`src/rtl/icache.sv`:
```
`default_nettype none
//==============================================================================
// Module   : icache
// Brief    : Direct-mapped, 16-set, single-word-block instruction cache with a
//            blocking single-read miss engine. Define ICACHE_STATS_EN to add
//            hit_count / miss_count statistics outputs.
// Revision : 1.0 - initial release
//==============================================================================

package diaosi_types_pkg;

    typedef struct packed {
        logic [25:0] tag;
        logic        valid;
        logic [31:0] data;
    } Icache_t;

    typedef logic [0:0] Istate_t;
    localparam Istate_t IDLE_I = 1'b0;
    localparam Istate_t LD     = 1'b1;

endpackage

module icache
    import diaosi_types_pkg::*;
(
    input  logic        CLK,
    input  logic        nRST,
    input  logic        imemREN,
    input  logic [31:0] imemaddr,
    output logic        ihit,
    output logic [31:0] imemload,
    input  logic        iflush,
    output logic        iREN,
    output logic [31:0] iaddr,
    input  logic        iwait,
    input  logic [31:0] iload
`ifdef ICACHE_STATS_EN
    ,
    output logic [31:0] hit_count,
    output logic [31:0] miss_count
`endif
);

    localparam int c_SETS = 16;

    Icache_t     r_cache [c_SETS];
    Istate_t     r_state;
    Istate_t     w_state_next;
    logic [31:0] r_miss_addr;

    logic [3:0]  w_idx;
    logic [25:0] w_tag;
    Icache_t     w_entry;
    logic        w_hit;
    logic        w_miss;
    logic        w_fill;
    logic        w_unused_ok;

    assign w_idx       = imemaddr[5:2];
    assign w_tag       = imemaddr[31:6];
    assign w_entry     = r_cache[w_idx];
    assign w_unused_ok = &{1'b0, imemaddr[1:0]};

    assign ihit     = w_hit;
    assign imemload = w_entry.data;
    assign iaddr    = r_miss_addr;

    always_comb begin
        w_state_next = r_state;
        w_hit        = 1'b0;
        w_miss       = 1'b0;
        w_fill       = 1'b0;
        iREN         = 1'b0;
        case (r_state)
            IDLE_I: begin
                w_hit  = imemREN && !iflush && w_entry.valid && (w_entry.tag == w_tag);
                w_miss = imemREN && !iflush && !w_hit;
                if (w_miss) begin
                    w_state_next = LD;
                end
            end
            LD: begin
                // The fill always completes, whatever the fetch stage does now.
                iREN   = 1'b1;
                w_fill = !iwait;
                if (!iwait) begin
                    w_state_next = IDLE_I;
                end
            end
        endcase
    end

    always_ff @(posedge CLK or negedge nRST) begin
        if (!nRST) begin
            r_state     <= IDLE_I;
            r_miss_addr <= '0;
        end else begin
            r_state <= w_state_next;
            if (w_miss) begin
                r_miss_addr <= {imemaddr[31:2], 2'b00};
            end
        end
    end

    always_ff @(posedge CLK or negedge nRST) begin
        if (!nRST) begin
            for (int i = 0; i < c_SETS; i++) begin
                r_cache[i] <= '0;
            end
        end else begin
            if (iflush) begin
                for (int i = 0; i < c_SETS; i++) begin
                    r_cache[i].valid <= 1'b0;
                end
            end
            // Issued after the flush so freshly read data stays valid.
            if (w_fill) begin
                r_cache[r_miss_addr[5:2]] <= '{tag: r_miss_addr[31:6], valid: 1'b1, data: iload};
            end
        end
    end

`ifdef ICACHE_STATS_EN
    always_ff @(posedge CLK or negedge nRST) begin
        if (!nRST) begin
            hit_count  <= '0;
            miss_count <= '0;
        end else begin
            if (w_hit) begin
                hit_count <= hit_count + 32'd1;
            end
            if (w_miss) begin
                miss_count <= miss_count + 32'd1;
            end
        end
    end
`endif

endmodule

`default_nettype wire

```
`config.mk`:
```
export PLATFORM = sky130hd
export DESIGN_NAME = icache
export DESIGN_NICKNAME = d
export VERILOG_FILES = /design/src/rtl/icache.sv
export SDC_FILE = /design/constraint.sdc
export NUM_CORES = 1
export LEC_CHECK = 0
export CAP_MARGIN = 20
export CELL_PAD_IN_SITES_DETAIL_PLACEMENT = 0
export CELL_PAD_IN_SITES_GLOBAL_PLACEMENT = 2
export CORE_MARGIN = 1.5
export CORE_UTILIZATION = 39
export CTS_CLUSTER_DIAMETER = 80
export DETAILED_ROUTE_END_ITERATION = 10
export GPL_TIMING_DRIVEN = 0
export PLACE_DENSITY = 0.74
export SLEW_MARGIN = 20
export SYNTH_ARGS = -nofsm -noshare
export SYNTH_HDL_FRONTEND = slang
export SYNTH_SLANG_ARGS = --single-unit
```
`constraint.sdc`:
```
create_clock -name CLK -period 8.6 [get_ports CLK]
set_input_delay 1.72 -clock CLK [delete_from_list [all_inputs] [get_ports CLK]]
set_output_delay 1.72 -clock CLK [all_outputs]
set_load 0.01 [all_outputs]
```
Word level (Yosys, flattened, before mapping) --
Cells that the tools add are included.
Operators by class: mux-type cells 30, eq/ne operators 1, reduce and logical (&&, ||, !) cells 8, bitwise gates (word level) 3, order comparisons 3
Operators by type and width (count):
- $bwmux 944 | 1
- $mux 918 | 1
- $bmux 59 s4 | 1
- $demux 59 s4 | 1
- $mux 59 | 3
- $eq 26x26->1 | 1
- $mux 1 | 22
- $ge 5x5->1 const B | 2
- $not 4->5 | 2
- $logic_and 1x1->1 | 5
- $lt 5x1->1 const B | 1
- $logic_not 1->1 | 3
- $pmux 1 s2 | 1
- $not 1->1 | 1
Storage, ports and cells: logic and storage cells 95, output and inout port bits 66, bits in registers 975, input bits 69

Longest topological paths before layout --
depth in word-level cells 10, gate-level depth with buffers 13, depth with buffers taken out 8

Least setup slack after synthesis --
No wires, ideal clock.
path type input-to-output, start in imemaddr[2], end out imemload[23], required time 6.880 ns, buffers on the path 6, arrival time 4.388 ns, stages 8, path slack 2.492 ns, cell sequence buf_6 > buf_4 > buf_4 > buf_2 > buf_2 > buf_1 > mux4_2 > mux4_2
Between the ends: word-level cells in the longest chain between the ends 4
Ends and longest elaborated chain:
- from (decl) | line 30 | input logic [31:0] imemaddr,
- $not 4->5 (not written as such) | line 62 | assign w_entry = r_cache[w_idx];
- $bmux 59 s4 | line 62
- $mux 59 (not written as such) (2 in a row) | line 62
- to (decl) | line 32 | output logic [31:0] imemload,
Every way passes these cells. The select of a mux whose other input is x is not followed.

Worst setup path after layout --
start in imemaddr[5], end out ihit
Between the ends: word-level cells in the longest chain between the ends 7, elaborated cells between the ends (all ways) 8, those cells by class eq/ne (1); mux (4); bitwise (1); reduce/logical (2)
Ends and longest elaborated chain:
- $not 4->5 (not written as such) * | line 62
- $bmux 59 s4 * | line 62
- $mux 59 (not written as such) * (2 in a row) | line 62
- $eq 26x26->1 / $logic_and 1x1->1 (equally long branches) | line 77 | w_hit = imemREN && !iflush && w_entry.valid && (w_entry.tag == w_tag);
- $logic_and 1x1->1 * | line 77
- $mux 1 * | line 75 | case (r_state)
- to (decl) | line 31 | output logic ihit,
Every way passes the cells marked *; elsewhere a longest branch is shown, timed or not. The select of a mux whose other input is x is not followed.

==> impl_metrics.json <==
{
  "status": "completed",
  "drc_errors": 0,
  "io-pin-count": 135,
  "grt_pass1_wl_um": 189000,
  "synth-seq-area-share": 0.550,
  "p_leak_nw": 23.3,
  "die_area_um2": 116000,
  "max_stage_delay_ns": 0.84,
  "antenna_found_initial": 4,
  "fin_hold_ws_ns": 0.484,
  "path_cells": "clkdlybuf4s50_1 > clkbuf_1 > buf_2 > clkbuf_1 > nand3_1 > nand3_1 > xnor2_1 > nand3_1 > or4_1 > nor4_1 > clkdlybuf4s50_1",
  "netlist_area_um2": 44400,
  "layout_commonest_cell": "dfrtp_1",
  "ant_nets": 0,
  "ys_types": 49,
  "rsz0062_at_grt": "no",
  "final_hold_viol_count": 0,
  "synthDominantCellAreaShare": 0.550,
  "hold_path.class": "reg -> reg",
  "fin_crit_ns": 8.46,
  "die_w_um": 340,
  "die_height_um": 340,
  "async_reset_ff_frac": 1.00,
  "cts_hold_buffers": 0,
  "fin_nets": 3070,
  "synth_top_flop_cell": "dfrtp_1",
  "grt_pass1_vias": 28300,
  "io_buffers": 124,
  "synth-edff-count": 0,
  "route.detailed.wl_per_inst_um": 27.4,
  "fmax_mhz": 118,
  "rr_startpoint": "r_state",
  "p_per_area_nw_per_um2": 311,
  "cts_tree": "done",
  "cp_max_fo": 10,
  "synth_warnings": 0,
  "via_per_inst": 5.61,
  "cts_max_level": 3,
  "cts_sinks": 975,
  "syn_to_final_growth_pct": 15.6,
  "ir_drop_mv": 0.219,
  "cp.required_ns": 6.88,
  "worstSetupPathType": "in -> out",
  "hpwl_um": 85700,
  "grt_max_degree": 161,
  "routed_wl_um": 126000,
  "fin_tns_setup_ns": 0,
  "crit_top_cell": "nand3_1",
  "overflow": 0,
  "cts_buffer_depth": 3,
  "crit_path_start": "imemaddr[5]",
  "syn_inst": 2760,
  "max_slew_margin": 0.193,
  "clkLatencyLatePin_ns": 0.69,
  "start_util": 0.394,
  "fin_util": 0.455,
  "arrival_ns": 6.74,
  "path_clk_slew_ns": 0.06,
  "cts-resized-gates": 0,
  "drive_above_1_share": 0.465,
  "setup_viol_count_final": 0,
  "drt_iter0_markers": 1666,
  "maxCapViolations": 0,
  "first_pass_iters": 5,
  "clock-skew-final_ns": 0.0192,
  "yosysTopAreaCell": "dfrtp_1",
  "endpoint_kind": "output port",
  "gp_congestion": 0.827,
  "cp_slowest_cell": "clkdlybuf4s50_1",
  "antenna_cells_inserted": 0,
  "post-route-period-util": 0.984,
  "synth.area.top_cells": "dfrtp_1, mux2_2, mux4_2",
  "clockRootBuffer": "clkbuf_16",
  "via_count": 25800,
  "grt_usage": 0.219,
  "postSynthAreaPerCell_um2": 16.1,
  "place_area_um2": 47700,
  "synth-seq-cells": 975,
  "cp-start-kind": "input port",
  "mostFrequentLayoutCells": "dfrtp_1, mux2_2, mux4_2",
  "hp-start": "r_cache[150]",
  "tightest_slew_ns": 1.21,
  "row_count": 123,
  "cts_buffers": 105,
  "slew_viol_final": 0,
  "core_area_um2": 113000,
  "final_cell_area_um2": 51300,
  "post_cts_buffers": 0
}
-- cells in the mapped netlist (7+ instances only) --
cell and n:
dfrtp_1 975, mux2_2 930, mux4_2 242, buf_1 105, clkbuf_1 102, mux2i_1 62, mux2_4 29, nand2_1 28
xnor2_1 23, nor4_1 22, buf_2 21, a22oi_1 18, nand3_1 17, o21ai_0 16, nor2_1 14, inv_1 13
nand4_1 13, and3_1 12, nor2b_1 12, buf_4 11, mux4_1 10, a21o_1 8, a21oi_1 7
-- final cells by class --
cell class | count | area, um^2
clock buffer | 162 | 3160
tap | 1500 | 1880
inverter | 13 | 48.8
timing repair buffer | 133 | 1480
multi-input combinational | 1527 | 18900
fill | 9815 | 61400
sequential | 975 | 24400
buffer | 246 | 1070
clock inverter | 31 | 354
-- report_power, final --
group          switching (mW)  total, mW  internal [mW]
Clock                    1.89       4.60           2.71
Sequential              0.963       7.37           6.41
Combinational            1.46       3.95           2.49
-- critical path: cells and delay by family --
kind | cells | cell delay, ns
buf+inv | 5 | 3.32
xor+xnor | 1 | 0.23
simple gates | 5 | 1.44
-- logic make-up (layout without fill, tap and decap cells) --
family / after synthesis / in the layout / synth area share
mux: 1273 / 1273 / 0.389
buf+inv: 259 / 585 / 0.0248
simple gates: 153 / 153 / 0.0194
other cells: 1 / 2 / 0.0000845
flops: 975 / 975 / 0.550
compound gates: 72 / 72 / 0.0116
xor+xnor: 27 / 27 / 0.00533
-- final timing paths --
| kind | endpoint | slack [ns] | cells after the start |
|---|---|---|---|
| max in group asynchronous | r_cache[206] | 5.54 | 4 |
| hold reg to reg | r_cache[150] | 0.48 | 1 |
| hold / removal | r_cache[150] | 0.48 | 1 |
| setup / recovery | ihit | 0.14 | 11 |
| min in group asynchronous | r_cache[408] | 0.88 | 1 |
| setup reg to reg | r_cache[232] | 3.88 | 7 |
-- through the flow --
step | setup WS [ns] | total power [mW] | instances
after floorplan | 2.49 | 10.0 | 2761
after global routing | 0.00451 | 16.7 | 4587
final | 0.137 | 15.9 | 4587
after CTS | 0.0623 | 16.0 | 4586
after global placement | -35.46 | 11.2 | 4385
after detailed placement | 0.0583 | 11.4 | 4393
-- layer usage --
| layer | vias up | GRT usage | share of wire |
|---|---|---|---|
| li1 | 10800 | - | - |
| met1 | 14000 | 0.288 | 0.42 |
| met2 | 715 | 0.367 | 0.50 |
| met3 | 209 | 0.0476 | 0.056 |
| met4 | 2 | 0.0583 | 0.025 |
| met5 | - | 0 | 0.000095 |
-- registers in the layout, indices dropped and copies added, names as in the netlist --
signal and cells:
iaddr 30, r_state 1, r_cache 944
Note: power is estimated with default switching activity, not from simulation.
